[src/rtl/tdm_mux_4to1_pkg.sv]
// Shared state encodings and slot codes for the TDM mux; the slot codes also
// appear on the demux side, so they must stay numerically fixed.
package tdm_mux_4to1_pkg;

  typedef enum logic {
    ST_IDLE = 1'b0,
    ST_SLOT = 1'b1
  } state_e;

  localparam logic [1:0] SLOT0 = 2'd0;
  localparam logic [1:0] SLOT1 = 2'd1;
  localparam logic [1:0] SLOT2 = 2'd2;
  localparam logic [1:0] SLOT3 = 2'd3;

  localparam int unsigned DWELL_CNT_W = 8;

  function automatic logic [1:0] lowest_set(input logic [3:0] m);
    if (m[0]) return SLOT0;
    if (m[1]) return SLOT1;
    if (m[2]) return SLOT2;
    if (m[3]) return SLOT3;
    return SLOT0;
  endfunction

endpackage

[src/rtl/tdm_next_slot.sv]
// Combinational slot search: lowest enabled slot, next enabled slot above cur,
// and whether cur is the last enabled slot of the frame.
module tdm_next_slot
  import tdm_mux_4to1_pkg::*;
(
  input  logic [3:0] mask,
  input  logic [1:0] cur,
  output logic [1:0] first,
  output logic [1:0] next,
  output logic       last
);

  always_comb begin
    first = lowest_set(mask);
    next  = cur;
    last  = 1'b1;
    for (int i = 3; i >= 0; i--) begin
      if (mask[i] && (2'(i) > cur)) begin
        next = 2'(i);
        last = 1'b0;
      end
    end
  end

endmodule

[src/rtl/tdm_mux_4to1.sv]
// Four-channel TDM transmitter: snapshots d0..d3 per frame and serialises the
// enabled slots on y with the slot index on {s1,s0}.
//
//   state   | meaning
//   --------+---------------------------------------------------------------
//   ST_IDLE | no frame in flight; launch when en=1 and ch_mask != 0
//   ST_SLOT | holding slot slot_q on y; advance when the dwell counter hits 0
module tdm_mux_4to1
  import tdm_mux_4to1_pkg::*;
#(
  parameter int unsigned DWELL = 4,
  parameter int unsigned CNT_W = 8
) (
  input  logic             clk,
  input  logic             rst_n,
  input  logic             en,
  input  logic [3:0]       ch_mask,
  input  logic             d0,
  input  logic             d1,
  input  logic             d2,
  input  logic             d3,
  output logic             y,
  output logic             s1,
  output logic             s0,
  output logic             valid,
  output logic             frame_start,
  output logic [CNT_W-1:0] frame_cnt
);

  localparam int unsigned DW_EFF = (DWELL == 0) ? 1 : DWELL;
  localparam logic [DWELL_CNT_W-1:0] DWELL_LOAD = DWELL_CNT_W'(DW_EFF - 1);

  state_e                 state_q, state_d;
  logic [3:0]             snap_q, snap_d, mask_q, mask_d;
  logic [1:0]             slot_q, slot_d, sel_q, sel_d;
  logic [DWELL_CNT_W-1:0] dwell_q, dwell_d;
  logic [CNT_W-1:0]       cnt_q, cnt_d;
  logic                   y_q, y_d, valid_q, valid_d, fs_q, fs_d;

  logic [3:0] ns_mask;
  logic [1:0] ns_first, ns_next;
  logic       ns_last, tc, frame_end, launch;

  // In IDLE the search looks at the live mask to pick the launch slot;
  // in SLOT it walks the captured mask.
  assign ns_mask = (state_q == ST_SLOT) ? mask_q : ch_mask;

  tdm_next_slot u_next_slot (
    .mask  (ns_mask),
    .cur   (slot_q),
    .first (ns_first),
    .next  (ns_next),
    .last  (ns_last)
  );

  assign tc        = (dwell_q == '0);
  assign frame_end = (state_q == ST_SLOT) && tc && ns_last;
  assign launch    = en && (ch_mask != 4'b0000) && ((state_q == ST_IDLE) || frame_end);

  always_ff @(posedge clk or negedge rst_n) begin
    if (!rst_n) state_q <= ST_IDLE;
    else        state_q <= state_d;
  end

  always_comb begin
    state_d = state_q;
    case (state_q)
      ST_IDLE: if (launch) state_d = ST_SLOT;
      ST_SLOT: if (frame_end && !launch) state_d = ST_IDLE;
      default: state_d = ST_IDLE;
    endcase
  end

  // Output comb: computes next frame registers and the registered outputs.
  always_comb begin
    snap_d  = snap_q;
    mask_d  = mask_q;
    slot_d  = slot_q;
    dwell_d = dwell_q;
    cnt_d   = cnt_q;
    if (launch) begin
      snap_d  = {d3, d2, d1, d0};
      mask_d  = ch_mask;
      slot_d  = (state_q == ST_IDLE) ? ns_first : lowest_set(ch_mask);
      dwell_d = DWELL_LOAD;
      cnt_d   = cnt_q + 1'b1;
    end else if (state_q == ST_SLOT) begin
      if (tc) begin
        slot_d  = ns_next;
        dwell_d = DWELL_LOAD;
      end else begin
        dwell_d = dwell_q - 1'b1;
      end
    end
    valid_d = (state_d == ST_SLOT);
    y_d     = valid_d & snap_d[slot_d];
    sel_d   = valid_d ? slot_d : SLOT0;
    fs_d    = launch;
  end

  always_ff @(posedge clk or negedge rst_n) begin
    if (!rst_n) begin
      snap_q  <= '0;
      mask_q  <= '0;
      slot_q  <= SLOT0;
      dwell_q <= '0;
      cnt_q   <= '0;
      y_q     <= 1'b0;
      valid_q <= 1'b0;
      fs_q    <= 1'b0;
      sel_q   <= SLOT0;
    end else begin
      snap_q  <= snap_d;
      mask_q  <= mask_d;
      slot_q  <= slot_d;
      dwell_q <= dwell_d;
      cnt_q   <= cnt_d;
      y_q     <= y_d;
      valid_q <= valid_d;
      fs_q    <= fs_d;
      sel_q   <= sel_d;
    end
  end

  assign y           = y_q;
  assign s1          = sel_q[1];
  assign s0          = sel_q[0];
  assign valid       = valid_q;
  assign frame_start = fs_q;
  assign frame_cnt   = cnt_q;

endmodule

[config.mk]
export PLATFORM = sky130hd
export DESIGN_NAME = tdm_mux_4to1
export DESIGN_NICKNAME = d
export VERILOG_FILES = /design/src/rtl/tdm_mux_4to1_pkg.sv /design/src/rtl/tdm_next_slot.sv /design/src/rtl/tdm_mux_4to1.sv
export SDC_FILE = /design/constraint.sdc
export NUM_CORES = 1
export LEC_CHECK = 0
export BUFFER_PORTS_ARGS = -buffer_cell sky130_fd_sc_hd__buf_2
export CAP_MARGIN = 20
export CORE_UTILIZATION = 30
export DETAILED_ROUTE_END_ITERATION = 10
export GPL_TIMING_DRIVEN = 0
export HOLD_SLACK_MARGIN = 0.08
export PLACE_DENSITY = 0.53
export SETUP_SLACK_MARGIN = 0.5
export SYNTH_ARGS = -nofsm -noshare
export SYNTH_HDL_FRONTEND = slang
export SYNTH_SLANG_ARGS = --single-unit
[constraint.sdc]
create_clock -name clk -period 4.2 [get_ports clk]
set_clock_uncertainty 0.05 [all_clocks]
set_input_delay 0.63 -clock clk [delete_from_list [all_inputs] [get_ports clk]]
set_output_delay 0.63 -clock clk [all_outputs]
set_load 0.02 [all_outputs]
==> flow_summary.ini <==
[synth]
synth-adder-area-share_pct = 1.65
ys_seq_area_share_pct = 49.6
synth_compound_area_share_pct = 13.2
synth_top_family_by_area = simple AND/OR/NAND/NOR gates
synthTopCellsByArea = dfrtp_1 (50%), mux2_2 (5.2%), xnor2_1 (4.1%)
synthSimpleGateAreaFrac_pct = 18.8
avgSynthCellArea_um2 = 10.7
synth_top_cells_by_count = dfrtp_1 (30), nand2_1 (15), nor2_1 (9)
synth.most_common_cell = dfrtp_1
ys_async_sr_fraction_pct = 100
synth-warning-count = 0
syn-num-nets = 155
synth.largest_area_cell = dfrtp_1
ys_types = 42
synth_area_mm2 = 0.00151
ys_ff_latch = 30
synth_edf_count = 0
synth.area.mux_share_pct = 8.52
synthCells = 142
synth_xor_area_share_pct = 6.37
synth.top_cell.area_share_pct = 49.6
synthFlopType = dfrtp_1

[timing]
max_freq_mhz = 335
slew_headroom_pct = 42.3
rsz0062_at_grt = no
hold_violations = 0
setup_tns_ps = 0
holdWs_ps = 318
fin_crit_ps = 2980
finalSetupViolations = 0
worst_pin_slew_ps = 853
post-route-period-util_pct = 71.0
timing.final.max_slew_violations = 0

[placement]
port_buffers = 23
dp_hpwl_um = 2320
placed_area_mm2 = 0.00171
place.gp.congestion = 0.842

[critical_path]
critPathKind = reg2reg
reg2reg_setup_slack_ps = 1220
worstReg2RegStart = dwell_q[3]
rr_endpoint = y
end_kind = flip-flop
reg2reg_depth = 6
cp_max_fo = 7
startpoint_type = flip-flop
cp.arrival_ps = 3120
required_ps = 4340

[grt]
grtUsageTotal_pct = 13.2
grt_max_degree = 31
grt_pass1_vias = 1169
grt_pass1_wl_um = 5410
antenna_found_initial = 0
grt_overflow = 0

[cells_and_area]
antennaDiodeCount = 0
drive_above_1_share_pct = 27.7
post-route-cell-area_mm2 = 0.00185
area_growth_pct = 22.6
num-nets-final = 185

[floorplan]
start_util_pct = 31.6
rows = 25
die_w_um = 73.0
io_pins = 24
fp.dieH_um = 73.0
coreArea_mm2 = 0.00479
die_area_mm2 = 0.00533

[clock_tree]
post-cts-setup-buffers = 0
clk_latency_ps = 280
cts_tree = done
post_cts_resized = 0
clk_pin_slew_ps = 60
clock-sinks = 30
cts-buffers-inserted = 5
clockBufferDepth = 2
holdBufCountCts = 0
ctsRootBufferMaster = clkbuf_8
htree_levels = 2

[run]
drv_cap = 0

[power_and_ir_drop]
peakVddDrop_mv = 0.224
total_leakage_power_nw = 0.863
p_total_w = 0.00118
p_per_area_mw_per_mm2 = 635

[status]
outcome = complete, no violations

[route]
wl_um = 3140
vias = 1211
vias_per_cell = 5.05
first_iter_violations = 51
drc = 0
drt-pass1-iter-count = 4
routedWlPerCell_um = 13.1
drtAntennaViolNets = 0

[worst_hold_path]
hp-class = in2async
cells in the final DEF (no fill, tap or decap), types with 3 or more instances in the layout:
| cell type | netlist | layout |
|---|---|---|
| a21oi_1 | 3 | 3 |
| a31oi_1 | 3 | 3 |
| buf_2 | 1 | 24 |
| clkbuf_8 | 0 | 6 |
| dfrtp_1 | 30 | 30 |
| inv_1 | 4 | 4 |
| mux2_2 | 7 | 7 |
| mux2i_1 | 5 | 5 |
| nand2_1 | 15 | 15 |
| nand3_1 | 4 | 4 |
| nor2_1 | 9 | 9 |
| nor3_1 | 7 | 7 |
| nor4_1 | 3 | 3 |
| o21ai_0 | 7 | 7 |
| xnor2_1 | 7 | 7 |
| xor2_1 | 4 | 4 |
flip-flops by register name (all words and copies together) (netlist names):
name         cells
snap_q           4
dwell_q          8
slot_q           2
y                1
frame_start      1
frame_cnt        8
sel_q            2
valid            1
mask_q           3
area by class of cell:
| cell class | count | area (um2) |
|---|---|---|
| buffer | 3 | 12.5 |
| clock buffer | 6 | 82.6 |
| clock inverter | 2 | 60.1 |
| fill | 469 | 2930 |
| inverter | 4 | 15.0 |
| multi-input combinational | 105 | 734 |
| sequential | 30 | 751 |
| tap | 67 | 83.8 |
| timing repair buffer | 23 | 115 |
how the worst max path moves through the flow:
stage                from  end  depth (start not counted)
3_5_place_dp   dwell_q[3]    y                          6
4_1_cts        dwell_q[3]    y                          6
5_1_grt        dwell_q[3]    y                          6
6_report       dwell_q[3]    y                          6
3_3_place_gp   dwell_q[3]    y                          6
2_1_floorplan  dwell_q[3]    y                          6
where the power goes:
part           total (W)  switching, W  leakage (nW)  internal (W)
registers       0.000476     0.0000879         0.375      0.000388
logic           0.000340      0.000187         0.417      0.000153
clock network   0.000361      0.000109        0.0714      0.000253
worst max-delay path, stage by stage, from the launching register on:
cell       delay [ps]
dfrtp_1           430
or4_4             570
or3_4             410
o41ai_4           500
o2111ai_1         260
or4b_1            550
o211ai_1          120
layer usage:
layer / routed length (um) / share of wire (%) / GRT usage [%]
met5: 0 / 0 / 0
met4: 27 / 0.86 / 3.27
met3: 200 / 6.4 / 3.87
met2: 1520 / 48 / 21.9
met1: 1390 / 44 / 16.8
cells by family after synthesis:
group | count (synthesis)
and+or+nand+nor | 54
DFF | 30
AOI/OAI and AO/OA | 26
buffers and inverters | 7
adders and majority gates | 2
xor gates and xnor gates | 11
muxes | 12
per-stage QoR:
stage | cells | utilization [%] | setup WS [ps]
floorplan | 142 | - | 1490
global placement | 232 | 35.8 | 1230
detailed placement | 232 | 35.8 | 1240
CTS | 240 | 38.7 | 1230
global route | 240 | 38.7 | 1100
finish | 240 | 38.7 | 1220
Note: power is estimated with default switching activity, not from simulation.
